`src/rtl/sram_arb_pkg.sv`:
```
// Shared constants and request type for the two-port SRAM arbiter.
// Latency: n/a (types and constants only).
// Backpressure: n/a.
package sram_arb_pkg;

  localparam int SRAM_ADDR_W = 9;
  localparam int SRAM_DATA_W = 32;
  // Request accept to rsp_valid, in cycles.
  localparam int RD_LATENCY  = 2;

  typedef struct packed {
    logic                   we;
    logic [SRAM_ADDR_W-1:0] addr;
    logic [SRAM_DATA_W-1:0] wdata;
  } sram_req_t;

endpackage

```
`src/rtl/sram_arb_rr2.sv`:
```
// Two-way grant generator: round-robin or fixed priority (requester 0 wins).
// Latency: grant is combinational from req; the mode bit and last_grant are registered.
// Backpressure: grants only valid requesters, at most one per cycle, none while rst=1.
//
// Ports:
//   clk, rst  clock, synchronous active-high reset
//   req       per-requester valid
//   rr_en     arbitration mode, registered every cycle (1 = round-robin)
//   accept    a handshake completed this cycle; advances last_grant
//   grant     one-hot grant
module sram_arb_rr2 #(
  parameter bit RR_EN_DEFAULT = 1'b1
) (
  input  logic       clk,
  input  logic       rst,
  input  logic [1:0] req,
  input  logic       rr_en,
  input  logic       accept,
  output logic [1:0] grant
);

  // last_grant = 1 means requester 1 won the previous handshake.
  // Resetting it to 1 lets requester 0 win the first tie.
  logic last_grant;
  logic rr_mode;

  always_ff @(posedge clk) begin
    if (rst) begin
      last_grant <= 1'b1;
      rr_mode    <= RR_EN_DEFAULT;
    end else begin
      rr_mode <= rr_en;
      if (accept) begin
        last_grant <= grant[1];
      end
    end
  end

  always_comb begin
    grant = 2'b00;
    if (!rst) begin
      case (req)
        2'b01:   grant = 2'b01;
        2'b10:   grant = 2'b10;
        // Tie: in round-robin mode hand it to whoever did not win last.
        2'b11:   grant = (rr_mode && !last_grant) ? 2'b10 : 2'b01;
        default: grant = 2'b00;
      endcase
    end
  end

endmodule

```
`src/rtl/sram_port_arbiter.sv`:
```
// Shares one single-port SRAM macro between two valid/ready requesters; the macro is driven from registers.
// Latency: read accept to rsp_valid pulse = 2 cycles; writes produce no response; one accept per cycle.
// Backpressure: req_ready is the grant; the response channel is valid-only and cannot be stalled.
//
// Ports:
//   clk, rst               clock shared with the macro, synchronous active-high reset
//   req_valid/req_ready    per-requester handshake; req_we/req_addr/req_wdata packed per requester
//   rsp_valid, rsp_rdata   one-cycle read-data pulse tagged by requester, shared data bus
//   rr_en                  arbitration mode (1 = round-robin, 0 = requester 0 fixed priority)
//   sram_we/wmask/addr/din registered macro inputs; sram_dout macro read data
//   collision_cnt          saturating count of cycles with both requesters valid
//                          (present only when SRAM_ARB_COLLISION_CNT_EN is defined)
module sram_port_arbiter
  import sram_arb_pkg::*;
#(
  parameter int ADDR_WIDTH    = SRAM_ADDR_W,
  parameter int DATA_WIDTH    = SRAM_DATA_W,
  parameter int NUM_REQ       = 2,
  parameter bit RR_EN_DEFAULT = 1'b1
) (
  input  logic                          clk,
  input  logic                          rst,
  input  logic [NUM_REQ-1:0]            req_valid,
  output logic [NUM_REQ-1:0]            req_ready,
  input  logic [NUM_REQ-1:0]            req_we,
  input  logic [NUM_REQ*ADDR_WIDTH-1:0] req_addr,
  input  logic [NUM_REQ*DATA_WIDTH-1:0] req_wdata,
  output logic [NUM_REQ-1:0]            rsp_valid,
  output logic [DATA_WIDTH-1:0]         rsp_rdata,
  input  logic                          rr_en,
  output logic                          sram_we,
  output logic                          sram_wmask,
  output logic [ADDR_WIDTH-1:0]         sram_addr,
  output logic [DATA_WIDTH-1:0]         sram_din,
  input  logic [DATA_WIDTH-1:0]         sram_dout
`ifdef SRAM_ARB_COLLISION_CNT_EN
  ,
  output logic [15:0]                   collision_cnt
`endif
);

  logic [1:0] grant;
  logic       accept;
  logic       gnt_id;
  sram_req_t  sel;

  sram_arb_rr2 #(
    .RR_EN_DEFAULT(RR_EN_DEFAULT)
  ) u_rr (
    .clk   (clk),
    .rst   (rst),
    .req   (req_valid),
    .rr_en (rr_en),
    .accept(accept),
    .grant (grant)
  );

  assign req_ready = grant;
  assign accept    = |(req_valid & grant);
  assign gnt_id    = grant[1];

  always_comb begin
    sel.we    = gnt_id ? req_we[1] : req_we[0];
    sel.addr  = gnt_id ? req_addr[2*ADDR_WIDTH-1:ADDR_WIDTH] : req_addr[ADDR_WIDTH-1:0];
    sel.wdata = gnt_id ? req_wdata[2*DATA_WIDTH-1:DATA_WIDTH] : req_wdata[DATA_WIDTH-1:0];
  end

  // Read tracking shift: bit 0 is loaded at the accept edge, the macro samples
  // the registered request one edge later, and the last stage marks the edge
  // where sram_dout holds the read result.
  logic [RD_LATENCY-1:0] rd_pipe;
  logic [RD_LATENCY-1:0] id_pipe;

  always_ff @(posedge clk) begin
    if (rst) begin
      sram_we    <= 1'b0;
      sram_wmask <= 1'b0;
      sram_addr  <= '0;
      sram_din   <= '0;
      rd_pipe    <= '0;
      id_pipe    <= '0;
      rsp_valid  <= '0;
      rsp_rdata  <= '0;
    end else begin
      rd_pipe <= {rd_pipe[RD_LATENCY-2:0], accept & ~sel.we};
      id_pipe <= {id_pipe[RD_LATENCY-2:0], gnt_id};

      if (accept) begin
        sram_we    <= sel.we;
        sram_wmask <= sel.we;
        sram_addr  <= sel.addr;
        sram_din   <= sel.wdata;
      end else begin
        // Idle: address and data hold, so the macro performs a discarded read.
        sram_we    <= 1'b0;
        sram_wmask <= 1'b0;
      end

      rsp_valid <= {NUM_REQ{rd_pipe[RD_LATENCY-1]}} &
                   {id_pipe[RD_LATENCY-1], ~id_pipe[RD_LATENCY-1]};
      if (rd_pipe[RD_LATENCY-1]) begin
        rsp_rdata <= sram_dout;
      end
    end
  end

`ifdef SRAM_ARB_COLLISION_CNT_EN
  always_ff @(posedge clk) begin
    if (rst) begin
      collision_cnt <= '0;
    end else if ((&req_valid) && (collision_cnt != 16'hFFFF)) begin
      collision_cnt <= collision_cnt + 16'd1;
    end
  end
`endif

endmodule

```
`config.mk`:
```
export PLATFORM = sky130hd
export DESIGN_NAME = sram_port_arbiter
export DESIGN_NICKNAME = d
export VERILOG_FILES = /design/src/rtl/sram_arb_pkg.sv /design/src/rtl/sram_arb_rr2.sv /design/src/rtl/sram_port_arbiter.sv
export SDC_FILE = /design/constraint.sdc
export NUM_CORES = 1
export LEC_CHECK = 0
export CORE_ASPECT_RATIO = 1.75
export CORE_MARGIN = 2
export CORE_UTILIZATION = 28
export CTS_BUF_LIST = sky130_fd_sc_hd__clkbuf_8
export CTS_CLUSTER_SIZE = 16
export DETAILED_ROUTE_END_ITERATION = 8
export PLACE_DENSITY = 0.67
export SYNTH_ARGS = -nofsm -noshare
export SYNTH_HDL_FRONTEND = slang
export SYNTH_SLANG_ARGS = --single-unit
```
`constraint.sdc`:
```
create_clock -name clk -period 2.6 [get_ports clk]
set_input_delay 0.39 -clock clk [delete_from_list [all_inputs] [get_ports clk]]
set_output_delay 0.39 -clock clk [all_outputs]
set_load 0.05 [all_outputs]
```
After elaboration in Yosys (flattened, before gate mapping):

Cells that the tools add are included.

* reduce and logical (&&, ||, !) cells: 4
* multiplexer cells: 6
* bitwise gates (word level): 6
* equality and inequality tests: 3

Operators by type and width (number)
* $mux 32: 1
* $mux 9: 1
* $pmux 2 s3: 1
* $and 2x2->2: 2
* $eq 2x2->1 const B: 2
* $mux 2: 2
* $reduce_or 2->1: 2
* $not 1->1: 3
* $eq 2x1->1 const B: 1
* $and 1x1->1: 1
* $logic_and 1x1->1: 1
* $logic_not 1->1: 1
* $mux 1: 1

* input bits: 121
* word-level logic and storage cells: 28
* flip-flop bits (word level): 82

Longest topological paths before layout:

* depth after elaboration: 9
* depth in mapped cells: 5
* mapped depth without buffers: 3

Hierarchy:

Synthesis repeated with hierarchy kept, for this count alone.

* cell total of the unflattened synthesis: 330
* area, all modules: 3602.2 um^2

By module, submodules not included
* sram_port_arbiter: area each 3495.9 um^2, sequential area each 1601.5 um^2, times used 1, cells an instance 319
* sram_arb_rr2: area each 106.4 um^2, sequential area each 40.0 um^2, times used 1, cells an instance 11

Worst setup path after synthesis:

Ideal clock, no wire load.

* path kind: in2out
* start point: input port req_valid[1]
* end point: output port req_ready[0]
* data arrival time: 1.562 ns
* cell stages on the path: 5
* required time: 2.210 ns
* setup slack: 0.648 ns
* path through: buf_4 > nand3b_1 > nand2_2 > buf_4 > nor2_1

* cells in the longest elaborated chain, start to end: 3
* elaborated cells on any way between the ends: 5

Ends and longest elaborated chain
* start, declared: line sram_port_arbiter.sv:23 `input logic [NUM_REQ-1:0] req_valid,`
* $eq 2x2->1 / $eq 2x1->1 (equally long branches): line sram_arb_rr2.sv:42 `case (req)`
* $pmux 2 s3 (*): line sram_arb_rr2.sv:42
* $mux 2 (*): line sram_arb_rr2.sv:41 `if (!rst) begin`
* end, declared: line sram_port_arbiter.sv:24 `output logic [NUM_REQ-1:0] req_ready,`

Mark *: on every way between the ends. The rest lies on a longest branch, timed or not.

Worst setup path in the final report:

* start point: input port req_valid[0]
* end point: output port req_ready[0]

The elaborated chain is that of the path after synthesis.

==> flow_summary.ini <==
[setup_path]
startpoint_type = input port
critPathCaptureType = output pin
worst_path_max_delay_cell = buf_4
crit_buf_inv = 3
critPathKind = input port to output pin
cpLargestDelayFamily = buffers and inverters
crit_required_ns = 2.21
path_max_fanout = 46
cp_cell_sequence = buf_2 -> buf_4 -> nand2_2 -> nor2_1 -> buf_12
slowest_delay_ns = 0.42
cp.arrival_ns = 1.66

[timing]
relSlewSlack = 0.347
finalSetupViolCount = 0
rsz0062_at_grt = false
finalMaxSlewViolations = 0
tightest_slew_ns = 0.979
fin_skew_ns = 0.0105
fin_tns_setup_ns = 0
fmax_mhz = 489
period_share = 0.787
hold_viol_final = 0
fin_crit_ns = 2.05

[power_and_ir_drop]
combPwrFrac = 0.270
power_density_mw_per_mm2 = 565
seq_power_share = 0.450
p_leak_nw = 1.97
clock_power_share = 0.280
sw_frac_of_total = 0.327
switchingPower_mw = 1.01
intPower_mw = 2.08
ir_drop_mv = 0.329

[global_route]
antenna_found_initial = 0
gr-total-overflow = 0
grt_pass1_wl_um = 16000
grt_pass1_vias = 3259
grt_usage = 0.164
grt_max_degree = 47

[logic_synthesis]
syn_area_mm2 = 0.00327
post_synth_num_cell_types = 26
seq_area_frac_synth = 0.502
yosys_warnings = 0
syn_avg_cell_area_um2 = 10.1
syn_nets = 446
syn-instance-count = 325
ys_ff_latch = 82

[cells_and_area]
fin_nets = 630
synthToLayoutAreaGrowth_pct = 66.9
final_cell_mix = clkdlybuf4s50_1 (194), dfxtp_1 (81), nor2_1 (78), nor3_1 (41), o221a_1 (41)
multi_input_area_mm2 = 0.00142
n_fill_cell = 1100
fin_cells = 649
final_common_cell = clkdlybuf4s50_1
drive_above_1_share = 0.0661
n_antenna_cell = 0
seq_area_mm2 = 0.00164

[run]
maxCapViolCount = 0

[drt]
drt-total-wl_um = 10400
viasPerCell = 4.81
detail_route.first_pass.iterations = 4
first_iter_violations = 91
ant_nets = 0
routedWlPerCell_um = 16.0
drc = 0
dr_total_vias = 3120

[floorplan]
initial_core_util = 0.286
dieArea_mm2 = 0.0126
core-area_mm2 = 0.0115
num_io_pins = 200
die_y_um = 147
die_w_um = 85.7
rows = 52

[clock_tree]
clk_latency_ns = 0.35
cts.sinks = 82
cts_tree = built
hold_buffers = 0
cts_root_buf = clkbuf_8
cts_resized = 0
cts.clk_slew.worst_paths_ns = 0.08
htreeDepth = 3
cts_buffers = 9
clock_path_buffers = 2
postCtsSetupRepairBufs = 0

[outcome]
outcome = complete, no violations

[placement]
place_congestion = 0.730
portBuffers = 199
hpwl_um = 7850
placedCellCount = 633

[min_path]
hp-class = flip-flop to flip-flop
[power by group through the flow]
stage / logic (mW) / registers [mW] / clock network, mW
after floorplan: 0.225 / 1.65 / 0
after global placement: 0.829 / 1.42 / 0
after CTS: 0.840 / 1.39 / 0.907
final: 0.834 / 1.39 / 0.865
after detailed placement: 0.839 / 1.42 / 0
after global routing: 0.875 / 1.40 / 0.956
[final timing paths]
path | cells after the start | slack, ns | endpoint | start
max | 5 | 0.55 | req_ready[0] | req_valid[0]
min | 1 | 0.41 | rsp_valid[0] | id_pipe[1]
max reg2reg | 4 | 1.09 | sram_din[14] | u_rr.last_grant
min reg2reg | 1 | 0.41 | rsp_valid[0] | id_pipe[1]
[per-stage QoR]
step / hold slack (ns) / cell area [um2] / setup slack [ns] / util / total power, mW
2_1_floorplan: 0.390 / 3270 / 0.648 / - / 1.88
3_3_place_gp: 0.394 / 5280 / 0.578 / 0.461 / 2.25
3_5_place_dp: 0.409 / 5280 / 0.562 / 0.461 / 2.26
4_1_cts: 0.421 / 5460 / 0.562 / 0.477 / 3.14
5_1_grt: 0.436 / 5460 / 0.443 / 0.477 / 3.23
6_report: 0.415 / 5460 / 0.554 / 0.477 / 3.09
[cells by family (layout without fill, tap and decap cells)]
logic type,after synthesis,in the layout,share of synthesized area
buf+inv,33,222,0.0639
compound gates,47,47,0.158
mux,32,32,0.0979
flops,82,82,0.502
simple gates,131,131,0.179
[per-layer routing]
| metal | GRT usage | vias to the layer above | routed length [um] |
|---|---|---|---|
| met5 | 0 | - | 0 |
| li1 | - | 1532 | - |
| met1 | 0.160 | 1444 | 3510 |
| met2 | 0.314 | 121 | 6020 |
| met3 | 0.0360 | 23 | 536 |
| met4 | 0.0794 | 0 | 334 |
[sequential cells by signal (all words and copies together) (netlist names)]
signal / cells
u_rr.last_grant: 1
sram_din: 32
rsp_valid: 2
sram_addr: 9
id_pipe: 2
rd_pipe: 2
u_rr.rr_mode: 1
rsp_rdata: 32
sram_wmask: 1
[layout make-up]
| type | count | area share |
|---|---|---|
| repair buffers | 205 | 0.374 |
| flip-flops and latches | 82 | 0.301 |
| multi-input cells | 210 | 0.260 |
| well taps | 135 | 0.0309 |
| clock buffers | 9 | 0.0227 |
| clock inverters | 7 | 0.0108 |
| inverters | 1 | 0.000687 |
[cells in the mapped netlist]
cell       number  area share
dfxtp_1        82        0.50
nor2_1         78       0.090
nor3_1         41       0.063
o221a_1        41        0.14
mux2i_1        32       0.098
buf_2          11       0.017
buf_4           9       0.021
clkbuf_1        7      0.0080
buf_6           5       0.017
a21oi_1         2      0.0031
nor2b_1         2      0.0038
a2111oi_2       1      0.0046
a21boi_1        1      0.0023
and2_1          1      0.0019
and3b_1         1      0.0027
inv_2           1      0.0011
nand2_2         1      0.0019
nand2b_1        1      0.0019
nand3_1         1      0.0015
nand3b_1        1      0.0023
nor2b_4         1      0.0042
nor3b_1         1      0.0023
o21ai_0         1      0.0015
o21ai_4         1      0.0050
or2_1           1      0.0019
or2_2           1      0.0019
No activity file was read; power rests on OpenSTA's default activity.
